<file path="src/rtl/cotm32_pkg.sv">
// Shared types for the fetch stage: fault codes, FSM states and the
// buffered fetch entry.
package cotm32_pkg;

    localparam int XLEN        = 32;
    localparam int INSTR_BYTES = 4;

    typedef enum logic [1:0] {
        FETCH_OK         = 2'd0,
        FETCH_MISALIGNED = 2'd1,
        FETCH_ACCESS     = 2'd2
    } fetch_fault_e;

    typedef enum logic {
        FS_RUN  = 1'b0,
        FS_HALT = 1'b1
    } fetch_state_e;

    typedef struct packed {
        logic [XLEN-1:0] pc;
        logic [XLEN-1:0] instr;
        fetch_fault_e    fault;
    } fetch_entry_t;

endpackage

</file>
<file path="src/rtl/fetch_buf.sv">
// Two-entry FIFO holding fetched {pc, instr, fault} entries for decode.
// Flush wins over push/pop in the same cycle.
module fetch_buf
    import cotm32_pkg::*;
(
    input  logic         clk,
    input  logic         rst,
    input  logic         push,
    input  logic         pop,
    input  logic         flush,
    input  fetch_entry_t din,
    output fetch_entry_t head,
    output logic         full,
    output logic         empty
);

    fetch_entry_t entries [2];
    logic         rd_ptr;
    logic         wr_ptr;
    logic [1:0]   count;

    always_ff @(posedge clk or posedge rst) begin
        if (rst) begin
            rd_ptr <= 1'b0;
            wr_ptr <= 1'b0;
            count  <= 2'd0;
            for (int i = 0; i < 2; i++) entries[i] <= '0;
        end else if (flush) begin
            rd_ptr <= 1'b0;
            wr_ptr <= 1'b0;
            count  <= 2'd0;
        end else begin
            if (push) begin
                entries[wr_ptr] <= din;
                wr_ptr          <= ~wr_ptr;
            end
            if (pop) rd_ptr <= ~rd_ptr;
            count <= count + 2'(push) - 2'(pop);
        end
    end

    assign head  = entries[rd_ptr];
    assign full  = (count == 2'd2);
    assign empty = (count == 2'd0);

endmodule

</file>
<file path="src/rtl/instr_fetch.sv">
// Fetch stage: owns the PC, addresses the combinational instruction ROM and
// queues classified fetches toward decode; redirects flush and restart.
module instr_fetch
    import cotm32_pkg::*;
#(
    parameter logic [XLEN-1:0] RESET_PC  = 32'h0000_0000,
    parameter int unsigned     IMEM_SIZE = 4096
) (
    input  logic            i_clk,
    input  logic            i_rst,
    output logic [XLEN-1:0] o_imem_addr,
    input  logic [XLEN-1:0] i_imem_rdata,
    input  logic            i_redirect_valid,
    input  logic [XLEN-1:0] i_redirect_pc,
    output logic            o_valid,
    input  logic            i_ready,
    output logic [XLEN-1:0] o_pc,
    output logic [XLEN-1:0] o_instr,
    output fetch_fault_e    o_fault
);

    fetch_state_e    state, state_d;
    logic [XLEN-1:0] pc, pc_d;
    fetch_fault_e    fault;
    fetch_entry_t    din, head;
    logic            push, pop, full, empty;

    always_ff @(posedge i_clk or posedge i_rst) begin
        if (i_rst) begin
            state <= FS_RUN;
            pc    <= RESET_PC;
        end else begin
            state <= state_d;
            pc    <= pc_d;
        end
    end

    always_comb begin
        state_d = state;
        pc_d    = pc;
        fault   = FETCH_OK;
        if (pc[1:0] != 2'b00)
            fault = FETCH_MISALIGNED;
        else if (pc >= XLEN'(IMEM_SIZE))
            fault = FETCH_ACCESS;

        pop  = !empty && i_ready;
        push = !i_redirect_valid && (state == FS_RUN) && (!full || pop);

        if (i_redirect_valid) begin
            pc_d    = i_redirect_pc;
            state_d = FS_RUN;
        end else if (push) begin
            // A faulting fetch leaves the PC on the faulting address so the
            // ROM address shows where fetch stopped.
            if (fault != FETCH_OK)
                state_d = FS_HALT;
            else
                pc_d = pc + XLEN'(INSTR_BYTES);
        end
    end

    assign din.pc    = pc;
    assign din.instr = (fault == FETCH_OK) ? i_imem_rdata : '0;
    assign din.fault = fault;

    fetch_buf u_buf (
        .clk   (i_clk),
        .rst   (i_rst),
        .push  (push),
        .pop   (pop),
        .flush (i_redirect_valid),
        .din   (din),
        .head  (head),
        .full  (full),
        .empty (empty)
    );

    assign o_imem_addr = pc;
    assign o_valid     = !empty;
    assign o_pc        = empty ? '0 : head.pc;
    assign o_instr     = empty ? '0 : head.instr;
    assign o_fault     = empty ? FETCH_OK : head.fault;

endmodule

</file>
<file path="config.mk">
export PLATFORM = sky130hd
export DESIGN_NAME = instr_fetch
export DESIGN_NICKNAME = d
export VERILOG_FILES = /design/src/rtl/cotm32_pkg.sv /design/src/rtl/fetch_buf.sv /design/src/rtl/instr_fetch.sv
export SDC_FILE = /design/constraint.sdc
export NUM_CORES = 1
export LEC_CHECK = 0
export ABC_AREA = 1
export CELL_PAD_IN_SITES_DETAIL_PLACEMENT = 0
export CELL_PAD_IN_SITES_GLOBAL_PLACEMENT = 1
export CORE_AREA = 5 5 166 168
export DETAILED_ROUTE_END_ITERATION = 10
export DIE_AREA = 0 0 171 173
export GPL_ROUTABILITY_DRIVEN = 1
export PLACE_DENSITY = 0.73
export SKIP_LAST_GASP = 1
export SYNTH_ARGS = -nofsm -noshare
export SYNTH_HDL_FRONTEND = slang
export SYNTH_HIERARCHICAL = 1
export SYNTH_SLANG_ARGS = --single-unit
</file>
<file path="constraint.sdc">
create_clock -name i_clk -period 5.49 [get_ports i_clk]
set_clock_uncertainty 0.15 [all_clocks]
set_input_delay 1.647 -clock i_clk [delete_from_list [all_inputs] [get_ports i_clk]]
set_output_delay 1.647 -clock i_clk [all_outputs]
set_load 0.05 [all_outputs]
</file>
==> run metrics <==
Max-Cap Viols=0; Placement Cell Area=10,500 µm²; crit path time final=4.53 ns; Worst Tran Pin Value=0.795 ns; Fin. Hold Viols=0; min-delay worst type=reg -> reg; multiplexer share of the synthesized area=9.15%; Pwr per Cell Area=418 nW/µm²; Final Instance Area=11,100 µm²; Leakage=5.17 nW; post-DP HPWL=14,000 µm; worst-path maximum fanout=39; largest net degree at the start of global routing=81; Post-Syn Instances=1,074; Fmax achieved=221 MHz; CTS Sinks=169; critical path, cell by cell=buf_12 > mux2_2 > inv_1 > nor2_1 > clkdlybuf4s50_1; Flop pwr share=36.6%; Max stage delay on crit path=0.78 ns; Area growth syn-to-layout=24.8%; via count=6,715; synth unique cells=30; area share of fa/ha/maj cells after synthesis=0.565%; sequential area share after synthesis=47.7%; Top-Level Pins=167; Port Buf Inserts=166; Post-Synth Simple-Gate Area=18.5%; Critical-path top delay cell=dfrtp_4; Synth Register Bits=169; Placer Congestion=0.746; Compound-Gate Fraction of Synth Area=8.95%; core area=25,800 µm²; crit path kind=reg -> out; Die H=173 µm; Num CTS Buffers=17; Setup-failing EPs final=0; DP Worst Slack=1.28 ns; Final Max Tran Viols=0; P_sw=1.81 mW; CP Buf/Inv Count=3; Net Sw Frac=39.3%; post-layout util=42.9%; critical path capture point type=output port; CP top delay family=buffers and inverters; synthesized area=8860 µm²; DRT iter0 DRCs=315; vias in the first global route=7,005; setup_tns=0 ns; Setup Buffers After CTS=0; yosys warns=6; Worst Path Required=3.69 ns; DRT antenna net count=0; worst-skew pair later-pin latency=0.42 ns; 1st-pass router iterations=5; crit path DAT=2.74 ns; Avg Cell Area, Syn=8.25 µm²; clk buf depth=2; status=completed; CTS clk-pin slew, worst paths=0.07 ns; largest family of logic cells by synthesized area=simple AND/OR/NAND/NOR gates; syn_nets=1,146; Root Driver=clkbuf_16; initial core utilization=34.4%; Comb power frac=37.0%; RSZ-0062 raised after global routing=no; Gates resized, CTS repair=0; max_slew headroom=46.9%; All-Layer GR Usage=14.7%; initial antenna violation count=0; Rows=59; Via density=4.40; antenna diode count=0; total gr overflow=0; final setup margin=0.958 ns; first-pass GRT wire length=36,000 µm; nets=1,251; Max H-tree Level=4; crit start category=flop; DIE AREA=29,600 µm²; fin crit share=82.6%; Internal=2.81 mW; share of cells above drive strength 1=11.2%; final WL=20,800 µm; Die X=171 µm; CTS tree=yes; Hold Buf Count CTS=0; XOR/XNOR Fraction of Synth Area=0.0988%; clock share of power=26.3%; Peak supply drop=0.000176 V; Avg WL per Cell=13.6 µm; Remaining DRCs=0
-- routing by layer --
layer | GRT usage, % | share of wire, % | routed length (µm) | vias up
li1 | - | - | - | 3473
met1 | 20.3 | 48 | 9890 | 3100
met2 | 23.7 | 47 | 9660 | 131
met5 | 0 | 0 | 0 | -
met3 | 3.15 | 4.9 | 1020 | 11
met4 | 3.80 | 0.91 | 189 | 0
-- synth_stat cells --
master	instances	share of area, %
o21ai_0	97	5.5
buf_2	11	0.62
nor3_1	1	0.056
clkinv_2	1	0.056
nor2_1	125	5.3
nand4_1	2	0.14
nand3_1	42	2.4
a21o_1	2	0.17
clkbuf_1	21	0.89
ha_1	4	0.56
a21oi_4	1	0.18
xnor2_1	1	0.099
o21ai_1	34	1.9
buf_1	3	0.13
nand3_2	1	0.11
nand4_4	1	0.24
o21ai_2	9	0.89
inv_2	3	0.13
buf_4	34	2.9
buf_6	21	2.7
mux2_2	48	6.1
a21oi_1	4	0.23
nand2_1	233	9.9
nor2_2	2	0.14
o21a_1	1	0.085
nand2_2	3	0.21
or2_1	1	0.071
inv_1	181	7.7
mux2_4	18	3.0
dfrtp_1	169	48
-- cells by family (layout without fill, tap and decap cells) --
kind of cell / count (synthesis) / after routing
compound gates: 148 / 148
xor+xnor: 1 / 1
fa+ha+maj: 4 / 4
buf+inv: 275 / 393
flops: 169 / 169
mux: 66 / 66
simple gates: 411 / 411
-- registers in the layout, summed over array words and instances, names as in the netlist --
register / cells
u_buf/entries: 132
o_imem_addr: 32
u_buf/count: 2
state: 1
u_buf/rd_ptr: 1
u_buf/wr_ptr: 1
-- path summary, 6_finish.rpt --
check                                               from                        endpoint  slack, ns  depth (start not counted)
min in group asynchronous                          i_rst  u_buf/entries[105]$_DFFE_PP0P_       1.60                          2
max reg2reg                     u_buf/count[0]$_DFF_PP0_  u_buf/entries[117]$_DFFE_PP0P_       2.86                          7
min                        u_buf/entries[29]$_DFFE_PP0P_   u_buf/entries[29]$_DFFE_PP0P_       0.33                          2
max                             u_buf/rd_ptr$_DFFE_PP0P_                        o_pc[14]       0.96                          5
min reg2reg                u_buf/entries[29]$_DFFE_PP0P_   u_buf/entries[29]$_DFFE_PP0P_       0.33                          2
max in group asynchronous                          i_rst   u_buf/entries[11]$_DFFE_PP0P_       2.76                          3
-- stage by stage --
step	hold slack [ns]	cells	power (mW)
final	0.329	1527	4.62
after global routing	0.345	1527	4.93
after CTS	0.335	1527	4.71
after detailed placement	0.315	1495	3.47
after global placement	0.310	1495	3.45
after floorplan	0.298	1074	2.98
-- layout by cell type (no fill, tap or decap), types with 2 or more instances in the layout --
| cell type | Yosys | layout |
|---|---|---|
| clkinv_4 | 0 | 3 |
| mux2_2 | 48 | 48 |
| clkinv_8 | 0 | 3 |
| inv_1 | 181 | 180 |
| nor2_2 | 2 | 2 |
| clkinvlp_4 | 0 | 2 |
| inv_6 | 0 | 3 |
| o21ai_0 | 97 | 97 |
| o21ai_2 | 9 | 9 |
| a21oi_1 | 4 | 4 |
| o21ai_1 | 34 | 34 |
| buf_4 | 34 | 7 |
| nand3_1 | 42 | 41 |
| dfrtp_1 | 169 | 168 |
| clkbuf_16 | 0 | 17 |
| clkdlybuf4s50_1 | 0 | 166 |
| inv_2 | 3 | 3 |
| ha_1 | 4 | 4 |
| inv_8 | 0 | 4 |
| nand4_1 | 2 | 2 |
| nand2_1 | 233 | 233 |
| a21o_1 | 2 | 2 |
| mux2_4 | 18 | 18 |
| nand2_2 | 3 | 2 |
| nor2_1 | 125 | 124 |
| buf_12 | 0 | 3 |
-- area by class of cell --
| class | count | area (µm²) |
|---|---|---|
| Timing Repair Buffer | 176 | 1770 |
| Clock buffer | 17 | 425 |
| Inverter | 185 | 701 |
| Multi-Input combinational cell | 630 | 3330 |
| Clock inverter | 15 | 183 |
| Fill cell | 2659 | 14700 |
| Tap cell | 335 | 419 |
| Sequential cell | 169 | 4230 |
-- power by group through the flow --
stage | Clock [mW] | Combinational [mW] | Sequential [mW]
6_report | 1.22 | 1.71 | 1.69
5_1_grt | 1.31 | 1.88 | 1.73
4_1_cts | 1.26 | 1.75 | 1.70
3_5_place_dp | 0 | 1.75 | 1.72
3_3_place_gp | 0 | 1.74 | 1.71
2_1_floorplan | 0 | 1.34 | 1.63
-- tightest hold or removal path: cells and delay by family, from the launching register on --
| family | cells | cell delay, ns |
|---|---|---|
| AOI/OAI and AO/OA | 1 | 0.06 |
| DFF | 1 | 0.34 |
| and+or+nand+nor | 1 | 0.05 |
(Power assumes the default switching activity.)
